$ cat config.mk
export PLATFORM = sky130hd
export DESIGN_NAME = alu_arbiter_flat
export DESIGN_NICKNAME = d
export VERILOG_FILES = /design/src/rtl/alu_arbiter_if.sv /design/src/rtl/alu_arbiter.sv /design/src/flat_wrapper.sv
export SDC_FILE = /design/constraint.sdc
export NUM_CORES = 1
export LEC_CHECK = 0
export ABC_CLOCK_PERIOD_IN_PS = 3130
export BUFFER_PORTS_ARGS = -buffer_cell sky130_fd_sc_hd__buf_2
export CAP_MARGIN = 20
export CORE_ASPECT_RATIO = 1.25
export CORE_UTILIZATION = 57
export CTS_BUF_LIST = sky130_fd_sc_hd__clkbuf_8
export CTS_CLUSTER_DIAMETER = 40
export CTS_CLUSTER_SIZE = 12
export DETAILED_ROUTE_END_ITERATION = 6
export GPL_TIMING_DRIVEN = 0
export MAX_ROUTING_LAYER = met4
export PLACE_DENSITY = 0.91
export SLEW_MARGIN = 20
export SYNTH_ARGS = -nofsm -noshare
export SYNTH_HDL_FRONTEND = slang
export SYNTH_SLANG_ARGS = --single-unit
$ cat constraint.sdc
create_clock -name clk_p_i -period 3.13 [get_ports clk_p_i]
set_input_delay 0.313 -clock clk_p_i [delete_from_list [all_inputs] [get_ports clk_p_i]]
set_output_delay 0.313 -clock clk_p_i [all_outputs]
set_load 0.03 [all_outputs]
$ cat src/rtl/alu_arbiter_if.sv
// Bundle of request, response and ALU-side signals for the two-port ALU arbiter.
// slave = arbiter side, master = clients plus the ALU.
interface alu_arbiter_if;
  logic [1:0]  req_valid_i;
  logic [1:0]  req_ready_o;
  logic [15:0] req_a_i;
  logic [15:0] req_b_i;
  logic [5:0]  req_inst_i;
  logic [1:0]  rsp_valid_o;
  logic [1:0]  rsp_ready_i;
  logic [15:0] rsp_data_o;
  logic [1:0]  rsp_ovf_o;
  logic [7:0]  alu_a_o;
  logic [7:0]  alu_b_o;
  logic [2:0]  alu_inst_o;
  logic [7:0]  alu_data_i;
  logic        alu_ovf_i;

  modport slave (
    input  req_valid_i, req_a_i, req_b_i, req_inst_i, rsp_ready_i, alu_data_i, alu_ovf_i,
    output req_ready_o, rsp_valid_o, rsp_data_o, rsp_ovf_o, alu_a_o, alu_b_o, alu_inst_o
  );

  modport master (
    output req_valid_i, req_a_i, req_b_i, req_inst_i, rsp_ready_i, alu_data_i, alu_ovf_i,
    input  req_ready_o, rsp_valid_o, rsp_data_o, rsp_ovf_o, alu_a_o, alu_b_o, alu_inst_o
  );
endinterface

$ cat src/rtl/alu_arbiter.sv
// Round-robin, credit-gated sharing of one pipelined 8-bit ALU between two requesters.
// Results are steered back through a tag pipeline into per-requester response FIFOs.
module alu_arbiter #(
  parameter int RSP_DEPTH = 4,
  parameter int ALU_LAT   = 2
) (
  input logic          clk_p_i,
  input logic          reset_p_i,
  alu_arbiter_if.slave bus
);
  localparam int PW = $clog2(RSP_DEPTH);
  localparam int CW = PW + 1;
  localparam int TL = ALU_LAT + 1;

  logic [CW-1:0] r_count    [2];
  logic [CW-1:0] r_inflight [2];
  logic [PW-1:0] r_wr_ptr   [2];
  logic [PW-1:0] r_rd_ptr   [2];
  logic [8:0]    r_mem      [2][RSP_DEPTH];
  logic [TL-1:0] r_tag_v;
  logic [TL-1:0] r_tag_id;
  logic          r_rr;
  logic [7:0]    r_alu_a;
  logic [7:0]    r_alu_b;
  logic [2:0]    r_alu_inst;

  logic [1:0]    w_elig;
  logic          w_gnt;
  logic          w_gnt_id;
  logic [1:0]    w_issue;
  logic [1:0]    w_pop;
  logic [1:0]    w_push;
  logic [7:0]    w_a;
  logic [7:0]    w_b;
  logic [2:0]    w_inst;
  logic [1:0]    w_rsp_valid;
  logic [15:0]   w_rsp_data;
  logic [1:0]    w_rsp_ovf;

  // Credit is what remains after stored and in-flight results, both registered.
  always_comb begin
    w_elig      = '0;
    w_pop       = '0;
    w_rsp_valid = '0;
    w_rsp_data  = '0;
    w_rsp_ovf   = '0;
    for (int r = 0; r < 2; r++) begin
      w_elig[r] = bus.req_valid_i[r] && !reset_p_i &&
                  (({1'b0, r_count[r]} + {1'b0, r_inflight[r]}) < (CW+1)'(RSP_DEPTH));
      w_rsp_valid[r] = (r_count[r] != '0) && !reset_p_i;
      w_pop[r]       = bus.rsp_ready_i[r] && w_rsp_valid[r];
      if (w_rsp_valid[r]) begin
        w_rsp_data[8*r +: 8] = r_mem[r][r_rd_ptr[r]][7:0];
        w_rsp_ovf[r]         = r_mem[r][r_rd_ptr[r]][8];
      end
    end
  end

  assign w_gnt    = |w_elig;
  assign w_gnt_id = (&w_elig) ? r_rr : w_elig[1];
  assign w_issue  = w_gnt ? (w_gnt_id ? 2'b10 : 2'b01) : 2'b00;
  assign w_a      = w_gnt_id ? bus.req_a_i[15:8]   : bus.req_a_i[7:0];
  assign w_b      = w_gnt_id ? bus.req_b_i[15:8]   : bus.req_b_i[7:0];
  assign w_inst   = w_gnt_id ? bus.req_inst_i[5:3] : bus.req_inst_i[2:0];

  // The tail tag lines up with the cycle in which the ALU presents that op's result.
  assign w_push[0] = r_tag_v[TL-1] && !r_tag_id[TL-1];
  assign w_push[1] = r_tag_v[TL-1] &&  r_tag_id[TL-1];

  assign bus.req_ready_o = w_issue;
  assign bus.rsp_valid_o = w_rsp_valid;
  assign bus.rsp_data_o  = w_rsp_data;
  assign bus.rsp_ovf_o   = w_rsp_ovf;
  assign bus.alu_a_o     = r_alu_a;
  assign bus.alu_b_o     = r_alu_b;
  assign bus.alu_inst_o  = r_alu_inst;

  always_ff @(posedge clk_p_i) begin
    if (reset_p_i) begin
      r_rr       <= 1'b0;
      r_alu_a    <= '0;
      r_alu_b    <= '0;
      r_alu_inst <= '0;
      r_tag_v    <= '0;
      r_tag_id   <= '0;
      for (int r = 0; r < 2; r++) begin
        r_count[r]    <= '0;
        r_inflight[r] <= '0;
        r_wr_ptr[r]   <= '0;
        r_rd_ptr[r]   <= '0;
      end
    end else begin
      if (w_gnt) begin
        r_alu_a    <= w_a;
        r_alu_b    <= w_b;
        r_alu_inst <= w_inst;
        r_rr       <= ~w_gnt_id;
      end
      r_tag_v  <= {r_tag_v[TL-2:0], w_gnt};
      r_tag_id <= {r_tag_id[TL-2:0], w_gnt_id};
      for (int r = 0; r < 2; r++) begin
        r_inflight[r] <= r_inflight[r] + CW'(w_issue[r]) - CW'(w_push[r]);
        r_count[r]    <= r_count[r] + CW'(w_push[r]) - CW'(w_pop[r]);
        if (w_push[r]) r_wr_ptr[r] <= r_wr_ptr[r] + PW'(1);
        if (w_pop[r])  r_rd_ptr[r] <= r_rd_ptr[r] + PW'(1);
      end
    end
  end

  // Storage needs no reset: the counts alone decide what is visible.
  always_ff @(posedge clk_p_i) begin
    for (int r = 0; r < 2; r++) begin
      if (w_push[r]) r_mem[r][r_wr_ptr[r]] <= {bus.alu_ovf_i, bus.alu_data_i};
    end
  end
endmodule

$ cat src/flat_wrapper.sv
// flat-port wrapper written by rule: the top's interface ports become plain ports
module alu_arbiter_flat 
#(
  parameter int RSP_DEPTH = 4,
  parameter int ALU_LAT   = 2
)
  (clk_p_i, reset_p_i, bus_req_valid_i, bus_req_a_i, bus_req_b_i, bus_req_inst_i, bus_rsp_ready_i, bus_alu_data_i, bus_alu_ovf_i, bus_req_ready_o, bus_rsp_valid_o, bus_rsp_data_o, bus_rsp_ovf_o, bus_alu_a_o, bus_alu_b_o, bus_alu_inst_o);
  alu_arbiter_if bus_i ();
  input logic clk_p_i;
  input logic reset_p_i;
  input wire logic [$bits(bus_i.req_valid_i)-1:0] bus_req_valid_i;
  input wire logic [$bits(bus_i.req_a_i)-1:0] bus_req_a_i;
  input wire logic [$bits(bus_i.req_b_i)-1:0] bus_req_b_i;
  input wire logic [$bits(bus_i.req_inst_i)-1:0] bus_req_inst_i;
  input wire logic [$bits(bus_i.rsp_ready_i)-1:0] bus_rsp_ready_i;
  input wire logic [$bits(bus_i.alu_data_i)-1:0] bus_alu_data_i;
  input wire logic [$bits(bus_i.alu_ovf_i)-1:0] bus_alu_ovf_i;
  output wire logic [$bits(bus_i.req_ready_o)-1:0] bus_req_ready_o;
  output wire logic [$bits(bus_i.rsp_valid_o)-1:0] bus_rsp_valid_o;
  output wire logic [$bits(bus_i.rsp_data_o)-1:0] bus_rsp_data_o;
  output wire logic [$bits(bus_i.rsp_ovf_o)-1:0] bus_rsp_ovf_o;
  output wire logic [$bits(bus_i.alu_a_o)-1:0] bus_alu_a_o;
  output wire logic [$bits(bus_i.alu_b_o)-1:0] bus_alu_b_o;
  output wire logic [$bits(bus_i.alu_inst_o)-1:0] bus_alu_inst_o;
  assign bus_i.req_valid_i = bus_req_valid_i;
  assign bus_i.req_a_i = bus_req_a_i;
  assign bus_i.req_b_i = bus_req_b_i;
  assign bus_i.req_inst_i = bus_req_inst_i;
  assign bus_i.rsp_ready_i = bus_rsp_ready_i;
  assign bus_i.alu_data_i = bus_alu_data_i;
  assign bus_i.alu_ovf_i = bus_alu_ovf_i;
  assign bus_req_ready_o = bus_i.req_ready_o;
  assign bus_rsp_valid_o = bus_i.rsp_valid_o;
  assign bus_rsp_data_o = bus_i.rsp_data_o;
  assign bus_rsp_ovf_o = bus_i.rsp_ovf_o;
  assign bus_alu_a_o = bus_i.alu_a_o;
  assign bus_alu_b_o = bus_i.alu_b_o;
  assign bus_alu_inst_o = bus_i.alu_inst_o;
  alu_arbiter #(.RSP_DEPTH(RSP_DEPTH), .ALU_LAT(ALU_LAT)) u_core (.clk_p_i(clk_p_i), .reset_p_i(reset_p_i), .bus(bus_i));
endmodule
==> flow_metrics.tcl, run 1 <==
set metrics [dict create \
    status "finished clean" \
    switching_share 0.342 \
    skew_ns 0.00893 \
    finalMaxSlewViolations 0 \
    start_kind "register" \
    syn_nets 446 \
    start_util 0.588 \
    cts-buffers-inserted 17 \
    grt_usage 0.242 \
    r2r_start "u_core.r_inflight[0][5]" \
    cap_violations 0 \
    synth_area_leader_cell "edfxtp_1" \
    grt_max_degree 17 \
    p_clk_frac 0.263 \
    cts_root_buffer "clkbuf_8" \
    drt-initial-drc-count 243 \
    synth.distinct_cells 30 \
    clk_pin_slew_ns 0.07 \
    worstSetupPathType "register to output pin" \
    grt_pass1_vias 3444 \
    synth_common_cells "edfxtp_1 (80), dfxtp_1 (38), and2_1 (25)" \
    yosys_most_used_dff "edfxtp_1" \
    combPwrFrac 0.315 \
    routed_wl_mm 10.1 \
    routedWlPerCell_um 16.5 \
    first_pass_iters 4 \
    tns_ns 0 \
    cts_hold_buf 0 \
    final_net_count 558 \
    power_frac_seq 0.421 \
    io_pins 94 \
    antenna_found_initial 0 \
    gr-total-overflow 0 \
    synth_area_um2 5110 \
    synth.top_cells.by_area "edfxtp_1 (47%), dfxtp_1 (15%), mux4_2 (7.9%), ha_1 (4.9%), and2_1 (3.1%)" \
    worst_pin_slew_ns 0.599 \
    rsz0062_at_grt "no" \
    place_congestion 0.787 \
    post-cts-setup-buffers 0 \
    numClockSinks 118 \
    hold_viol_final 0 \
    dpl-instance-area_um2 5730 \
    fin_crit_ns 2.81 \
    grt_pass1_wl_mm 16.1 \
    io_buffers 93 \
    vdd_drop_max_mv 0.559 \
    cts_tree "done" \
    end_kind "output pin" \
    syn_to_final_growth_pct 18.9 \
    synth_top_area_frac 0.470 \
    htreeDepth 4 \
    postSynthRegisterBits 118 \
    clkLatencyLatePin_ns 0.42 \
    period_share 0.898 \
    die_y_um 108 \
    setup_viol 0 \
    final_area_um2 6080 \
    arrival_ns 2.50 \
    synthMostInstantiatedCell "edfxtp_1" \
    cp-startpoint "u_core.r_inflight[0][5]" \
    synth_warnings 0 \
    synthArstFlopShare 0 \
    die_area_um2 9360 \
    drc 0 \
    clk_path_buf_depth 2 \
    hold_path_class "input pin to register" \
    internal_power_uw 3110 \
    leakage_uw 0.00242 \
    post-dp-hpwl_mm 7.03 \
    synth_area_per_cell_um2 13.9 \
    viasPerCell 5.51 \
    synth_edf_count 80 \
    fill_cells 580 \
    vias 3373 \
    die_w_um 86.7 \
    drive_above_1_share 0.315 \
    hp-start "bus_req_inst_i[4]" \
    fmax_mhz 356 \
    detail-route-antenna-nets 0 \
    rows 38 \
    n_antenna_cell 0 \
    crit_required_ns 2.82 \
    relSlewSlack 0.600 \
    synth-seq-area-share 0.618 \
    fp.coreArea_um2 8700 \
    netlist_instances 369 \
    crit_fanout 4 \
    power_density_nw_per_um2 777 \
    cts-resized-gates 0 \
    switchingPower_uw 1620 \
]
cells in the final DEF, fill, tap and decap left out, drive strengths merged, types with 2 or more instances in the layout:
cell / Yosys / layout
inv: 19 / 21
o21ai: 19 / 19
ha: 20 / 20
clkbuf: 13 / 30
and3: 9 / 9
and2: 25 / 25
a211oi: 19 / 19
nor2b: 13 / 13
edfxtp: 80 / 80
fa: 4 / 4
buf: 10 / 103
nor2: 16 / 16
dfxtp: 38 / 38
bufinv: 0 / 2
a31oi: 20 / 20
clkinv: 1 / 8
mux4: 18 / 18
or2: 4 / 4
nor3: 4 / 4
clkinvlp: 0 / 2
nand3: 21 / 21
xnor2: 9 / 9
flip-flops by register name (all words and copies together), names as in the netlist, 3 cells and up:
name                   flops
u_core.bus.alu_a_o         8
u_core.bus.alu_b_o         8
u_core.bus.alu_inst_o      3
u_core.r_count             6
u_core.r_inflight          6
u_core.r_mem              72
u_core.r_rd_ptr            4
u_core.r_tag_id            3
u_core.r_tag_v             3
u_core.r_wr_ptr            4
path summary, 6_finish.rpt:
| check | endpoint | cells after the start | slack [ns] |
|---|---|---|---|
| worst min register to register | u_core.r_tag_id[2] | 1 | 0.45 |
| worst min-delay path | u_core.bus.alu_inst_o[1] | 3 | 0.17 |
| worst max register to register | u_core.r_inflight[0][2] | 10 | 0.37 |
| worst max-delay path | bus_req_ready_o[0] | 6 | 0.32 |
area by class of cell:
type / count / area (um^2) / share of cell area
Multi-Input combinational cell: 208 / 1750 / 0.288
Tap cell: 120 / 150 / 0.0247
Clock inverter: 13 / 119 / 0.0195
Clock buffer: 17 / 234 / 0.0385
Sequential cell: 118 / 3160 / 0.520
Buffer: 23 / 128 / 0.0210
Inverter: 20 / 75.1 / 0.0123
Timing Repair Buffer: 93 / 465 / 0.0765
cell families after synthesis:
family / after synthesis / share of synthesized area
AO/OA/AOI/OAI: 59 / 0.0724
adder cells (fa/ha/maj): 24 / 0.0646
AND/OR/NAND/NOR: 97 / 0.109
XOR/XNOR: 10 / 0.0171
multiplexers: 18 / 0.0793
flip-flops: 118 / 0.618
buffers and inverters: 43 / 0.0396
through the flow:
| step | hold WS, ns | total power [uW] | setup slack, ns | utilization | cells |
|---|---|---|---|---|---|
| 6_report | 0.166 | 4720 | 0.320 | 0.699 | 612 |
| 5_1_grt | 0.148 | 4970 | 0.208 | 0.699 | 612 |
| 4_1_cts | 0.142 | 4740 | 0.299 | 0.699 | 612 |
| 3_5_place_dp | 0.422 | 3490 | 0.441 | 0.659 | 582 |
| 3_3_place_gp | 0.415 | 3430 | 0.503 | 0.659 | 582 |
| 2_1_floorplan | 0.385 | 3090 | 0.00219 | - | 369 |
power groups by stage:
stage	logic, uW	registers, uW	clock network, uW
after global placement	1420	2000	0
after CTS	1500	1990	1260
final	1490	1990	1240
after detailed placement	1480	2020	0
after global routing	1630	2010	1330
after floorplan	892	2190	0
metal layers:
metal  vias to the layer above  wire length (um)  global-route usage
met5                         -                 0                   -
met4                         0               187              0.0940
met3                        18               616              0.0698
met2                       162              5380               0.433
met1                      1602              3890               0.248
li1                       1591                 -                   -
worst max-delay path: stages, from the launching register on:
cell and delay (ns):
dfxtp_1 0.33, ha_1 0.20, or4b_4 0.52, or3_4 0.43, nor2_1 0.27, nor2b_1 0.12, buf_2 0.20
Note: power is estimated with default switching activity, not from simulation.
==> run 2, diff against run 1 <==
--- a/config.mk
+++ b/config.mk
@@ -17,6 +17,7 @@
 export GPL_TIMING_DRIVEN = 0
 export MAX_ROUTING_LAYER = met4
 export PLACE_DENSITY = 0.91
+export REMOVE_ABC_BUFFERS = 1
 export SLEW_MARGIN = 20
 export SYNTH_ARGS = -nofsm -noshare
 export SYNTH_HDL_FRONTEND = slang
==> run 2 against run 1 <==
Cell count shrank 3.1%; first-iteration DRC count shrank 43%; worst setup slack lost 0.16 ns; hold slack lost 0.018 ns; largest cell class unchanged; largest power group unchanged; highest routed layer unchanged.
==> flow_metrics.tcl, run 2 (synthesis results as in run 1) <==
set metrics [dict create \
    fp.coreArea_um2 8700 \
    fin_crit_ns 2.97 \
    syn_to_final_growth_pct 18.7 \
    viasPerCell 5.58 \
    period_share 0.948 \
    dpl-instance-area_um2 5620 \
    place_congestion 0.776 \
    die_y_um 108 \
    skew_ns 0.0120 \
    grt_pass1_wl_mm 15.8 \
    detail-route-antenna-nets 0 \
    die_w_um 86.7 \
    leakage_uw 0.00240 \
    hold_viol_final 0 \
    switchingPower_uw 1650 \
    cts_hold_buf 0 \
    hold_path_class "input pin to register" \
    whs_ns 0.148 \
    final_common_cell "buf_2" \
    dp_slack_ns -0.453 \
    htreeDepth 4 \
    drt-initial-drc-count 139 \
    fmax_mhz 337 \
    power_density_nw_per_um2 808 \
    end_kind "output pin" \
    fill_cells 598 \
    finalMaxSlewViolations 0 \
    routedWlPerCell_um 16.7 \
    final_area_um2 6070 \
    drive_above_1_share 0.319 \
    first_pass_iters 4 \
    crit_required_ns 2.82 \
    clk_path_buf_depth 2 \
    antenna_found_initial 0 \
    post-cts-setup-buffers 0 \
    switching_share 0.336 \
    drc 0 \
    internal_power_uw 3260 \
    start_util 0.588 \
    grt_max_degree 26 \
    vias 3311 \
    io_buffers 93 \
    arrival_ns 2.66 \
    seqCellArea_um2 3160 \
    io_pins 94 \
    layout_common_cells "buf_2 (93), edfxtp_1 (80), dfxtp_1 (38), and2_1 (25), nand3_1 (21)" \
    status "finished clean" \
    vdd_drop_max_mv 0.518 \
    final.setup.worst_slack_ns 0.162 \
    cts_tree "done" \
    multi_input_area_um2 1780 \
    p_clk_frac 0.299 \
    grt_pass1_vias 3454 \
    routed_wl_mm 9.90 \
    combPwrFrac 0.286 \
    worst_pin_slew_ns 0.756 \
    die_area_um2 9360 \
    rsz0062_at_grt "no" \
    largest_reg_flops 72 \
    numClockSinks 118 \
    cts-buffers-inserted 17 \
    final_net_count 537 \
    power_frac_seq 0.415 \
    worstSetupPathType "register to output pin" \
    start_kind "register" \
    gr-total-overflow 0 \
    cap_violations 0 \
    relSlewSlack 0.494 \
    crit_fanout 23 \
    n_antenna_cell 0 \
    clk_pin_slew_ns 0.07 \
    rows 38 \
    clkLatencyLatePin_ns 0.43 \
    post-dp-hpwl_mm 6.59 \
    cts_root_buffer "clkbuf_8" \
    setup_viol 0 \
    grt_usage 0.237 \
]
==> run 2: through the flow <==
step            util  setup TNS (ns)  instances  total power (uW)
2_1_floorplan      -          -0.358        346              3020
3_3_place_gp   0.644           -1.84        559              3360
3_5_place_dp   0.646           -1.26        560              3440
4_1_cts        0.696               0        592              4910
5_1_grt        0.698               0        593              5140
6_report       0.698               0        593              4900
==> run 2: layout make-up <==
type,instances,area share
Clock inverter,15,0.0307
Sequential cell,118,0.521
Clock buffer,17,0.0385
Timing Repair Buffer,94,0.0791
Tap cell,120,0.0247
Multi-Input combinational cell,209,0.293
Inverter,20,0.0124
==> run 2: worst paths after layout <==
check,start,end,slack [ns],cells after the start
worst min register to register,u_core.r_tag_v[0],u_core.r_tag_v[1],0.44,1
worst min-delay path,bus_req_b_i[8],u_core.bus.alu_b_o[0],0.15,3
worst max-delay path,u_core.r_count[0][5],bus_req_ready_o[0],0.16,6
worst max register to register,u_core.r_count[0][5],u_core.r_inflight[0][2],0.20,10
==> run 2: power groups by stage <==
stage | logic [uW] | registers (uW) | clock network [uW]
after floorplan | 796 | 2230 | 0
after global placement | 1310 | 2050 | 0
after detailed placement | 1370 | 2060 | 0
after CTS | 1390 | 2030 | 1490
after global routing | 1530 | 2060 | 1550
final | 1400 | 2030 | 1470
==> run 2: worst max-delay path: stages, from the launching register on <==
cell,delay [ns]
dfxtp_1,0.34
ha_1,0.19
or4b_4,0.54
or3_4,0.52
nand2b_4,0.20
nor2b_1,0.19
buf_2,0.23
==> run 2: timing repair <==
| item | CTS | global route |
|---|---|---|
| cloned | 0 | 1 |
| gates resized for setup | 4 | 1 |
| endpoints found under the setup margin | 3 | 2 |
==> run 2: metal layers <==
metal	up-vias	share of wire	wire length, um	track usage
li1	1554	-	-	-
met3	32	0.066	649	0.0583
met4	0	0.038	372	0.138
met1	1568	0.38	3760	0.253
met2	157	0.52	5120	0.401
met5	-	0	0	-
